File: src/rtl/mm_pkg.sv
`default_nettype none
// ============================================================================
// Module   : mm_pkg
// Purpose  : Shared defaults and types for the mm_responder memory-model
//            responder: default parameter values, address / operation-ID
//            typedefs and the default-width in-flight slot record.
// Ports    : none (package)
// Revision : 1.0 - initial release
// ============================================================================
package mm_pkg;

    localparam int          C_TAG_WIDTH   = 8;
    localparam int          C_INDEX_WIDTH = 4;
    localparam int          C_DATA_WIDTH  = 16;
    localparam int          C_NUM_OPS     = 32;
    localparam int          C_QUEUE_DEPTH = 4;
    localparam int          C_LATENCY     = 8;
    localparam logic [15:0] C_DATA_SEED   = 16'hA5A5;

    localparam int C_ADDR_WIDTH = C_TAG_WIDTH + C_INDEX_WIDTH;
    localparam int C_OP_WIDTH   = $clog2(C_NUM_OPS);
    // Room for LATENCY-1 plus up to 3 cycles of jitter.
    localparam int C_CNT_WIDTH  = $clog2(C_LATENCY + 3);

    typedef logic [C_ADDR_WIDTH-1:0] addr_t;
    typedef logic [C_OP_WIDTH-1:0]   op_t;

    typedef struct packed {
        logic                   valid;
        addr_t                  addr;
        op_t                    op;
        logic [C_CNT_WIDTH-1:0] cnt;
    } slot_t;

endpackage
`default_nettype wire

File: src/rtl/mm_responder_if.sv
`default_nettype none
// ============================================================================
// Module   : mm_responder_if
// Purpose  : Request / return bus of the memory-model responder.
// Signals  : mm_req            - tag (upper bits) and index (lower bits)
//            mm_req_operation  - operation ID of the request
//            mm_req_valid      - request strobe, no backpressure
//            mm_ret_data       - returned data
//            mm_ret_operation  - operation ID of the returned request
//            mm_ret_valid      - one-cycle return strobe
// Modports : master (requester), slave (responder)
// Revision : 1.0 - initial release
// ============================================================================
interface mm_responder_if
    import mm_pkg::*;
#(
    parameter int TAG_WIDTH   = C_TAG_WIDTH,
    parameter int INDEX_WIDTH = C_INDEX_WIDTH,
    parameter int DATA_WIDTH  = C_DATA_WIDTH,
    parameter int NUM_OPS     = C_NUM_OPS
) ();

    logic [TAG_WIDTH+INDEX_WIDTH-1:0] mm_req;
    logic [$clog2(NUM_OPS)-1:0]       mm_req_operation;
    logic                             mm_req_valid;
    logic [DATA_WIDTH-1:0]            mm_ret_data;
    logic [$clog2(NUM_OPS)-1:0]       mm_ret_operation;
    logic                             mm_ret_valid;

    modport master (
        output mm_req, mm_req_operation, mm_req_valid,
        input  mm_ret_data, mm_ret_operation, mm_ret_valid
    );

    modport slave (
        input  mm_req, mm_req_operation, mm_req_valid,
        output mm_ret_data, mm_ret_operation, mm_ret_valid
    );

endinterface
`default_nettype wire

File: src/rtl/lfsr8.sv
`default_nettype none
// ============================================================================
// Module   : lfsr8
// Purpose  : 8-bit maximal-length Fibonacci LFSR (x^8+x^6+x^5+x^4+1) that
//            supplies 0..3 cycles of latency jitter. Seeded to 8'h01 on
//            reset and advances every cycle. Only built when
//            MM_RESP_RANDOM_LAT_EN is defined.
// Ports    : clk    - clock
//            rst    - asynchronous active-low reset
//            jitter - low two LFSR bits
// Revision : 1.0 - initial release
// ============================================================================
`ifdef MM_RESP_RANDOM_LAT_EN
module lfsr8 (
    input  wire logic       clk,
    input  wire logic       rst,
    output logic [1:0]      jitter
);

    logic [7:0] r_lfsr;

    always_ff @(posedge clk or negedge rst) begin
        if (!rst) begin
            r_lfsr <= 8'h01;
        end else begin
            r_lfsr <= {r_lfsr[6:0], r_lfsr[7] ^ r_lfsr[5] ^ r_lfsr[4] ^ r_lfsr[3]};
        end
    end

    assign jitter = r_lfsr[1:0];

endmodule
`endif
`default_nettype wire

File: src/rtl/mm_responder.sv
`default_nettype none
// ============================================================================
// Module   : mm_responder
// Purpose  : Memory-model responder. Accepts one request per cycle into the
//            lowest free slot, counts its latency down, and returns
//            data = address XOR DATA_SEED with the request's operation ID.
//            Lowest eligible slot launches first; a full queue drops the
//            request and sets a sticky overflow flag.
// Ports    : clk           - clock
//            rst           - asynchronous active-low reset
//            bus           - mm_responder_if.slave request/return bus
//            pending_count - number of occupied slots
//            overflow      - sticky dropped-request flag
// Options  : MM_RESP_RANDOM_LAT_EN - add 0..3 cycles LFSR jitter per request
// Revision : 1.0 - initial release
// ============================================================================
module mm_responder
    import mm_pkg::*;
#(
    parameter int                    TAG_WIDTH   = C_TAG_WIDTH,
    parameter int                    INDEX_WIDTH = C_INDEX_WIDTH,
    parameter int                    DATA_WIDTH  = C_DATA_WIDTH,
    parameter int                    NUM_OPS     = C_NUM_OPS,
    parameter int                    QUEUE_DEPTH = C_QUEUE_DEPTH,
    parameter int                    LATENCY     = C_LATENCY,
    parameter logic [DATA_WIDTH-1:0] DATA_SEED   = DATA_WIDTH'(C_DATA_SEED)
) (
    input  wire logic                           clk,
    input  wire logic                           rst,
    mm_responder_if.slave                       bus,
    output logic [$clog2(QUEUE_DEPTH+1)-1:0]    pending_count,
    output logic                                overflow
);

    localparam int AW = TAG_WIDTH + INDEX_WIDTH;
    localparam int OW = $clog2(NUM_OPS);
    localparam int CW = $clog2(LATENCY + 3);
    localparam int PW = $clog2(QUEUE_DEPTH + 1);
    localparam int IW = (QUEUE_DEPTH > 1) ? $clog2(QUEUE_DEPTH) : 1;

    logic [QUEUE_DEPTH-1:0] r_valid;
    logic [AW-1:0]          r_addr [QUEUE_DEPTH];
    logic [OW-1:0]          r_op   [QUEUE_DEPTH];
    logic [CW-1:0]          r_cnt  [QUEUE_DEPTH];

    logic                   r_ret_valid;
    logic [DATA_WIDTH-1:0]  r_ret_data;
    logic [OW-1:0]          r_ret_op;
    logic                   r_overflow;

    logic                   w_launch;
    logic [IW-1:0]          w_launch_idx;
    logic                   w_has_free;
    logic [IW-1:0]          w_free_idx;
    logic                   w_accept;
    logic [CW-1:0]          w_load;
    logic [AW-1:0]          w_launch_addr;
    logic [DATA_WIDTH-1:0]  w_launch_data;
    logic [PW-1:0]          w_count;

    // Counter is loaded with latency-1 so the launch edge lands exactly
    // LATENCY edges after the sampling edge.
`ifdef MM_RESP_RANDOM_LAT_EN
    logic [1:0] w_jitter;

    lfsr8 u_lfsr8 (
        .clk    (clk),
        .rst    (rst),
        .jitter (w_jitter)
    );

    assign w_load = CW'(LATENCY - 1) + CW'(w_jitter);
`else
    assign w_load = CW'(LATENCY - 1);
`endif

    // Launch and free-slot selection; descending scan so the lowest index
    // wins. A slot launching this edge counts as free for the new request.
    always_comb begin
        w_launch     = 1'b0;
        w_launch_idx = '0;
        for (int i = QUEUE_DEPTH - 1; i >= 0; i--) begin
            if (r_valid[i] && (r_cnt[i] == '0)) begin
                w_launch     = 1'b1;
                w_launch_idx = IW'(i);
            end
        end
        w_has_free = 1'b0;
        w_free_idx = '0;
        for (int i = QUEUE_DEPTH - 1; i >= 0; i--) begin
            if (!r_valid[i] || (w_launch && (w_launch_idx == IW'(i)))) begin
                w_has_free = 1'b1;
                w_free_idx = IW'(i);
            end
        end
    end

    assign w_accept      = bus.mm_req_valid && w_has_free;
    assign w_launch_addr = r_addr[w_launch_idx];

    generate
        if (AW >= DATA_WIDTH) begin : g_data_trunc
            assign w_launch_data = w_launch_addr[DATA_WIDTH-1:0] ^ DATA_SEED;
        end else begin : g_data_ext
            assign w_launch_data = {{(DATA_WIDTH-AW){1'b0}}, w_launch_addr} ^ DATA_SEED;
        end
    endgenerate

    always_ff @(posedge clk or negedge rst) begin
        if (!rst) begin
            r_valid <= '0;
            for (int i = 0; i < QUEUE_DEPTH; i++) begin
                r_addr[i] <= '0;
                r_op[i]   <= '0;
                r_cnt[i]  <= '0;
            end
        end else begin
            for (int i = 0; i < QUEUE_DEPTH; i++) begin
                if (w_accept && (w_free_idx == IW'(i))) begin
                    r_valid[i] <= 1'b1;
                    r_addr[i]  <= bus.mm_req;
                    r_op[i]    <= bus.mm_req_operation;
                    r_cnt[i]   <= w_load;
                end else if (w_launch && (w_launch_idx == IW'(i))) begin
                    r_valid[i] <= 1'b0;
                end else if (r_valid[i] && (r_cnt[i] != '0)) begin
                    r_cnt[i] <= r_cnt[i] - 1'b1;
                end
            end
        end
    end

    always_ff @(posedge clk or negedge rst) begin
        if (!rst) begin
            r_ret_valid <= 1'b0;
            r_ret_data  <= '0;
            r_ret_op    <= '0;
            r_overflow  <= 1'b0;
        end else begin
            r_ret_valid <= w_launch;
            if (w_launch) begin
                r_ret_data <= w_launch_data;
                r_ret_op   <= r_op[w_launch_idx];
            end
            if (bus.mm_req_valid && !w_has_free) begin
                r_overflow <= 1'b1;
            end
        end
    end

    always_comb begin
        w_count = '0;
        for (int i = 0; i < QUEUE_DEPTH; i++) begin
            w_count = w_count + PW'(r_valid[i]);
        end
    end

    assign bus.mm_ret_valid     = r_ret_valid;
    assign bus.mm_ret_data      = r_ret_data;
    assign bus.mm_ret_operation = r_ret_op;
    assign pending_count        = w_count;
    assign overflow             = r_overflow;

endmodule
`default_nettype wire

File: src/flat_wrapper.sv
// flat-port wrapper written by rule: the top's interface ports become plain ports
module mm_responder_flat import mm_pkg::*;
#(
    parameter int                    TAG_WIDTH   = C_TAG_WIDTH,
    parameter int                    INDEX_WIDTH = C_INDEX_WIDTH,
    parameter int                    DATA_WIDTH  = C_DATA_WIDTH,
    parameter int                    NUM_OPS     = C_NUM_OPS,
    parameter int                    QUEUE_DEPTH = C_QUEUE_DEPTH,
    parameter int                    LATENCY     = C_LATENCY,
    parameter logic [DATA_WIDTH-1:0] DATA_SEED   = DATA_WIDTH'(C_DATA_SEED)
)
  (clk, rst, pending_count, overflow, bus_mm_req, bus_mm_req_operation, bus_mm_req_valid, bus_mm_ret_data, bus_mm_ret_operation, bus_mm_ret_valid);
  mm_responder_if #(.TAG_WIDTH(TAG_WIDTH), .INDEX_WIDTH(INDEX_WIDTH), .DATA_WIDTH(DATA_WIDTH), .NUM_OPS(NUM_OPS)) bus_i ();
  input  wire logic clk;
  input  wire logic rst;
  output logic [$clog2(QUEUE_DEPTH+1)-1:0] pending_count;
  output logic overflow;
  input wire logic [$bits(bus_i.mm_req)-1:0] bus_mm_req;
  input wire logic [$bits(bus_i.mm_req_operation)-1:0] bus_mm_req_operation;
  input wire logic [$bits(bus_i.mm_req_valid)-1:0] bus_mm_req_valid;
  output wire logic [$bits(bus_i.mm_ret_data)-1:0] bus_mm_ret_data;
  output wire logic [$bits(bus_i.mm_ret_operation)-1:0] bus_mm_ret_operation;
  output wire logic [$bits(bus_i.mm_ret_valid)-1:0] bus_mm_ret_valid;
  assign bus_i.mm_req = bus_mm_req;
  assign bus_i.mm_req_operation = bus_mm_req_operation;
  assign bus_i.mm_req_valid = bus_mm_req_valid;
  assign bus_mm_ret_data = bus_i.mm_ret_data;
  assign bus_mm_ret_operation = bus_i.mm_ret_operation;
  assign bus_mm_ret_valid = bus_i.mm_ret_valid;
  mm_responder #(.TAG_WIDTH(TAG_WIDTH), .INDEX_WIDTH(INDEX_WIDTH), .DATA_WIDTH(DATA_WIDTH), .NUM_OPS(NUM_OPS), .QUEUE_DEPTH(QUEUE_DEPTH), .LATENCY(LATENCY), .DATA_SEED(DATA_SEED)) u_core (.clk(clk), .rst(rst), .bus(bus_i), .pending_count(pending_count), .overflow(overflow));
endmodule
File: config.mk
export PLATFORM = sky130hd
export DESIGN_NAME = mm_responder_flat
export DESIGN_NICKNAME = d
export VERILOG_FILES = /design/src/rtl/mm_pkg.sv /design/src/rtl/mm_responder_if.sv /design/src/rtl/lfsr8.sv /design/src/rtl/mm_responder.sv /design/src/flat_wrapper.sv
export SDC_FILE = /design/constraint.sdc
export NUM_CORES = 1
export LEC_CHECK = 0
export CORE_MARGIN = 8
export CORE_UTILIZATION = 45
export CTS_CLUSTER_SIZE = 28
export DETAILED_ROUTE_END_ITERATION = 8
export PLACE_DENSITY = 0.69
export SYNTH_ARGS = -nofsm -noshare
export SYNTH_HDL_FRONTEND = slang
export SYNTH_SLANG_ARGS = --single-unit
File: constraint.sdc
create_clock -name clk -period 2.5 [get_ports clk]
set_clock_uncertainty 0.2 [all_clocks]
set_input_delay 0.25 -clock clk [delete_from_list [all_inputs] [get_ports clk]]
set_output_delay 0.25 -clock clk [all_outputs]
set_load 0.005 [all_outputs]
### Word-level counts from Yosys, hierarchy flattened

Index checks and enable logic that the tools add are counted.

| word-level totals | value |
|---|---|
| bits in registers | 109 |
| bits of input ports | 20 |
| output and inout bits | 26 |
| logic and storage cells | 131 |

| operators by class | value |
|---|---|
| add/sub/neg operators | 7 |
| $lt $le $gt $ge | 1 |
| equal/unequal tests | 10 |
| multiplexer cells | 42 |
| bitwise logic cells | 2 |
| reduce and logical (&&, ||, !) cells | 49 |

Operators with widths:

| kind | count |
|---|---|
| two-way mux 4 bit | 12 |
| binary-select mux 12 bit (select 2 bit) | 1 |
| two-way mux 12 bit | 2 |
| logical AND 1 bit | 18 |
| logical NOT 4 bit | 4 |
| two-way mux 1 bit | 16 |
| two-way mux 2 bit | 8 |
| nonzero test 2 bit | 8 |
| nonzero test 4 bit | 4 |
| subtractor 4 x 1 -> 4 bit, second input constant | 4 |
| binary-select mux 5 bit (select 2 bit) | 1 |
| two-way mux 5 bit | 2 |
| == test 2 bit, second input constant | 4 |
| inequality test 2 bit, second input constant | 4 |
| inverter 6 -> 8 bit | 1 |
| AND reduction 2 bit | 4 |
| adder 3 x 1 -> 3 bit | 2 |
| logical NOT 1 bit | 5 |
| == test 2 x 1 -> 1 bit, second input constant | 2 |
| logical NOT 2 bit | 2 |
| logical OR 1 bit | 4 |
| greater-or-equal comparator 3 bit, second input constant | 1 |
| inverter 2 -> 3 bit | 1 |
| adder 1 x 1 -> 2 bit | 1 |

### Logic depth before layout (Yosys ltp)

| depth | value |
|---|---|
| depth in word-level cells | 17 |
| gate-level depth with buffers | 9 |
| gate-level depth less buffers | 6 |

### Least setup slack after synthesis

No wires, ideal clock.

| path | value |
|---|---|
| kind | register -> register |
| start point | reg u_core.r_cnt[4] in the netlist's numbering |
| end point | reg u_core.r_addr[2] in the netlist's numbering |
| arrival time | 1.986 ns |
| setup slack | 0.187 ns |
| cell stages (with the launch flop) | 9 |
| path buffers | 2 |
| clock period less this slack | 2.313 ns |
| path through | dfrtp_1 > inv_1 > ha_1 > and4bb_1 > buf_1 > o41ai_4 > and4bb_4 > buf_6 > mux2_1 |

| between the ends | value |
|---|---|
| longest elaborated chain between the ends | 14 |
| elaborated cells between the ends (all ways) | 31 |
| those cells by class | eq/ne: 4; mux: 14; reduce/logical: 13 |

RTL lines:

| item | line | text |
|---|---|---|
| start, declared | mm_responder.sv:44 | `logic [CW-1:0] r_cnt [QUEUE_DEPTH];` |
| start signal, assigned by index | mm_responder.sv:123 | `r_cnt[i] <= w_load;` |
| start signal, assigned by index | mm_responder.sv:127 | `r_cnt[i] <= r_cnt[i] - 1'b1;` |
| logical NOT 4 bit (*) | mm_responder.sv:83 | `if (r_valid[i] && (r_cnt[i] == '0)) begin` |
| logical AND 1 bit (*) | mm_responder.sv:83 |  |
| two-way mux 2 bit (3 in a row) | mm_responder.sv:83 |  |
| == test 2 bit | mm_responder.sv:91 | `if (!r_valid[i] \|\| (w_launch && (w_launch_idx == IW'(i)))) begin` |
| logical AND 1 bit | mm_responder.sv:91 |  |
| logical OR 1 bit | mm_responder.sv:91 |  |
| two-way mux 2 bit / two-way mux 1 bit (equally long branches) (4 in a row) | mm_responder.sv:91 |  |
| == test 2 bit / logical AND 1 bit (equally long branches) | mm_responder.sv:119, mm_responder.sv:98 |  |
| logical AND 1 bit (*) | mm_responder.sv:119 | `if (w_accept && (w_free_idx == IW'(i))) begin` |
| end signal, assigned by index | mm_responder.sv:121 | `r_addr[i] <= bus.mm_req;` |
| end, declared | mm_responder.sv:42 | `logic [AW-1:0] r_addr [QUEUE_DEPTH];` |

Every way passes the cells marked *; elsewhere a longest branch is shown, timed or not.
A chain may end at the register's enable or synchronous reset.

### Worst setup path after layout

| path | value |
|---|---|
| start point | reg u_core.r_cnt[8] in the netlist's numbering |
| end point | reg u_core.r_addr[2] in the netlist's numbering |

| between the ends | value |
|---|---|
| longest elaborated chain between the ends | 13 |
| elaborated cells between the ends (all ways) | 29 |
| those cells by class | eq/ne: 4; mux: 12; reduce/logical: 13 |

RTL lines:

| item | line |
|---|---|
| logical NOT 4 bit (*) | mm_responder.sv:83 |
| logical AND 1 bit (*) | mm_responder.sv:83 |
| two-way mux 2 bit (2 in a row) | mm_responder.sv:83 |
| == test 2 bit | mm_responder.sv:91 |
| logical AND 1 bit | mm_responder.sv:91 |
| logical OR 1 bit | mm_responder.sv:91 |
| two-way mux 2 bit / two-way mux 1 bit (equally long branches) (4 in a row) | mm_responder.sv:91 |
| == test 2 bit / logical AND 1 bit (equally long branches) | mm_responder.sv:119, mm_responder.sv:98 |
| logical AND 1 bit (*) | mm_responder.sv:119 |

Marked as above.

==> results.yml <==
pwr:
  irDropWorstVdd_uv: 679
  p_per_area_nw_per_um2: 1370
  leakage_nw: 2.69
  p_total_mw: 8.44
global_route:
  grt_max_degree: 47
  first_global_vias: 3775
  grt_usage_pct: 16.4
  grt.overflow.total: 0
  antenna_found_initial: 0
  grt_pass1_wl_microns: 19300
worst_setup_path:
  crit_chain: "inv_1 -> ha_1 -> and4bb_2 -> o41ai_4 -> and4bb_4 -> buf_12 -> mux2_1"
  reg2reg_depth: 7
  path_buf_inv: 2
  endpoint: "u_core.r_addr[2]"
  critPathKind: "reg -> reg"
  crit_family: "simple AND/OR/NAND/NOR gates"
  max_stage_delay_ns: 0.35
  worst-path-stages: 7
  cp.required_ns: 2.53
  critPathMaxFanout: 11
  arrival_ns: 2.44
  cp-start-kind: "flop"
  regToRegSetupSlack_ns: 0.09
  critPathSlowestCell: "dfrtp_1"
  end_kind: "flop"
  rr_endpoint: "u_core.r_addr[2]"
  reg2reg_from: "u_core.r_cnt[8]"
  crit_start: "u_core.r_cnt[8]"
cells_and_area:
  layout.nets: 511
  diodes: 0
  area_growth_pct: 20.9
  fin_util_pct: 55.0
  final_cell_mix: "107 x dfrtp_1, 39 x clkdlybuf4s50_1, 37 x mux2_2"
  drive_above_1_share_pct: 23.1
  layout_commonest_cell: "dfrtp_1"
  fin_cells: 628
sta:
  hold_violations: 0
  setup_violations: 0
  finalHoldWorstSlack_ns: 0.256
  relSlewSlack_pct: 58.7
  max_slew.worst_pin.slew_ns: 0.620
  final_max_slew_viol_count: 0
  setup-tns-final_ns: 0
  rsz0062_at_grt: "false"
  fin_crit_ns: 2.41
  max_clock_freq_ghz: 0.415
  period_share_pct: 96.5
clocking:
  cts_sinks: 108
  clk_pin_slew_ns: 0.08
  tritoncts: "yes"
  clockRootBuffer: "clkbuf_16"
  cts_buffers: 9
  htree_levels: 3
  insertion_delay_ns: 0.36
  clk_path_buf_depth: 2
synth:
  syn_area_sq_um: 5110
  synth_top_family_by_area: "multiplexers"
  ys_async_sr_fraction_pct: 100
  yosys_warnings: 0
  synth_xor_area_share_pct: 1.20
  ys_seq_area_share_pct: 52.9
  synthSimpleGateAreaFrac_pct: 10.8
  synth_cell_types: 52
  synth_compound_area_share_pct: 11.7
  syn_inst: 421
  synth.area.mux_share_pct: 16.9
  avgSynthCellArea_sq_um: 12.1
  synth-edff-count: 0
  synthAdderAreaFrac_pct: 2.84
  synthFlopType: "dfrtp_1"
  synth-seq-cells: 108
routing:
  wl_per_cell_microns: 18.4
  wl_microns: 11600
  ant_nets: 0
  via_per_inst: 5.61
  drc: 0
  drt-pass1-iter-count: 4
  via_count: 3521
  drt_iter0_markers: 246
min_path:
  hp-class: "in -> async"
status:
  status: "complete, no violations"
die:
  initial_utilization_pct: 45.5
  pin_count: 46
  rows: 39
  die_w_microns: 123
  die_h_microns: 123
  core_sq_um: 11200
  dieArea_sq_um: 15000
placed_design:
  hpwl_microns: 7750
  io_buffers: 43
  dpl.cell_count: 606
  gp_congestion: 0.798
flow_run:
  cap_violations: 0
-- synthesized netlist by cell type, types with 9 or more instances --
library cell / n / area share [%]
buf_2: 9 / 0.88
dfrtp_1: 108 / 53
a21o_1: 10 / 1.5
mux2_2: 37 / 8.2
a21oi_1: 13 / 1.3
nor2_1: 16 / 1.2
a22oi_1: 10 / 1.5
nand2b_1: 10 / 1.2
mux2_4: 12 / 3.5
ha_1: 10 / 2.4
o21ai_0: 15 / 1.5
mux2_1: 21 / 4.6
inv_1: 10 / 0.74
nand3_1: 14 / 1.4
clkbuf_1: 12 / 0.88
nand2_1: 25 / 1.8
a31oi_1: 15 / 1.8
-- state kept, by name (all words and copies together) (netlist names) --
name / cells
u_core.r_valid: 4
u_core.r_addr: 48
u_core.r_op: 20
u_core.bus.mm_ret_operation: 5
u_core.bus.mm_ret_valid: 1
u_core.overflow: 1
u_core.r_cnt: 16
u_core.bus.mm_ret_data: 13
-- worst min path at each step --
stage	endpoint	slack, ns
2_1_floorplan	u_core.bus.mm_ret_data[0]	-0.25
3_3_place_gp	u_core.r_addr[20]	0.10
3_5_place_dp	u_core.bus.mm_ret_data[8]	0.11
4_1_cts	u_core.r_valid[3]	0.27
5_1_grt	u_core.r_addr[4]	0.29
6_report	u_core.bus.mm_ret_data[8]	0.26
-- metrics by stage --
step / instance area [sq um] / setup slack [ns]
after floorplan: 5110 / 0.187
after detailed placement: 5790 / 0.0577
final: 6170 / 0.0880
after global routing: 6170 / 0.00789
after global placement: 5790 / 0.116
after CTS: 6120 / 0.00750
-- repair_timing --
action                     CTS  global route
gates resized for setup      3             5
cloned                       0             1
hold buffers                 1             0
hold endpoints to repair    44             0
setup endpoints to repair    3            25
pin swaps                    0             3
setup buffers                1             3
-- cells by family after synthesis --
family                     Yosys count
adders and majority gates           11
buffers and inverters               37
muxes                               73
DFF                                108
and+or+nand+nor                     97
AOI/OAI and AO/OA                   87
other                                1
xor gates and xnor gates             7
-- area by class of cell --
cell class	count	area, sq um
clock buffer	10	239
fill	971	5050
sequential	108	2700
timing repair buffer	74	709
inverter	10	37.5
clock inverter	6	52.6
multi-input combinational	277	2250
tap	143	179
-- worst register-to-register path: cells and delay by family (launching register included) --
family | cells | cell delay (ns)
AND/OR/NAND/NOR | 2 | 0.59
flip-flops | 1 | 0.35
AO/OA/AOI/OAI | 1 | 0.35
multiplexers | 1 | 0.32
buffers and inverters | 2 | 0.24
adder cells (fa/ha/maj) | 1 | 0.23
-- where the power goes --
group	internal [mW]	total (mW)	switching [mW]
Clock	0.719	1.39	0.672
Sequential	2.64	3.22	0.583
Combinational	2.10	3.83	1.73
-- per-layer routing --
metal  wire length [microns]  global-route usage [%]
met1                    5260                    20.0
met2                    5530                    26.9
met3                     545                    5.01
met4                     245                    6.17
met5                       0                       0
Note: power is estimated with default switching activity, not from simulation.
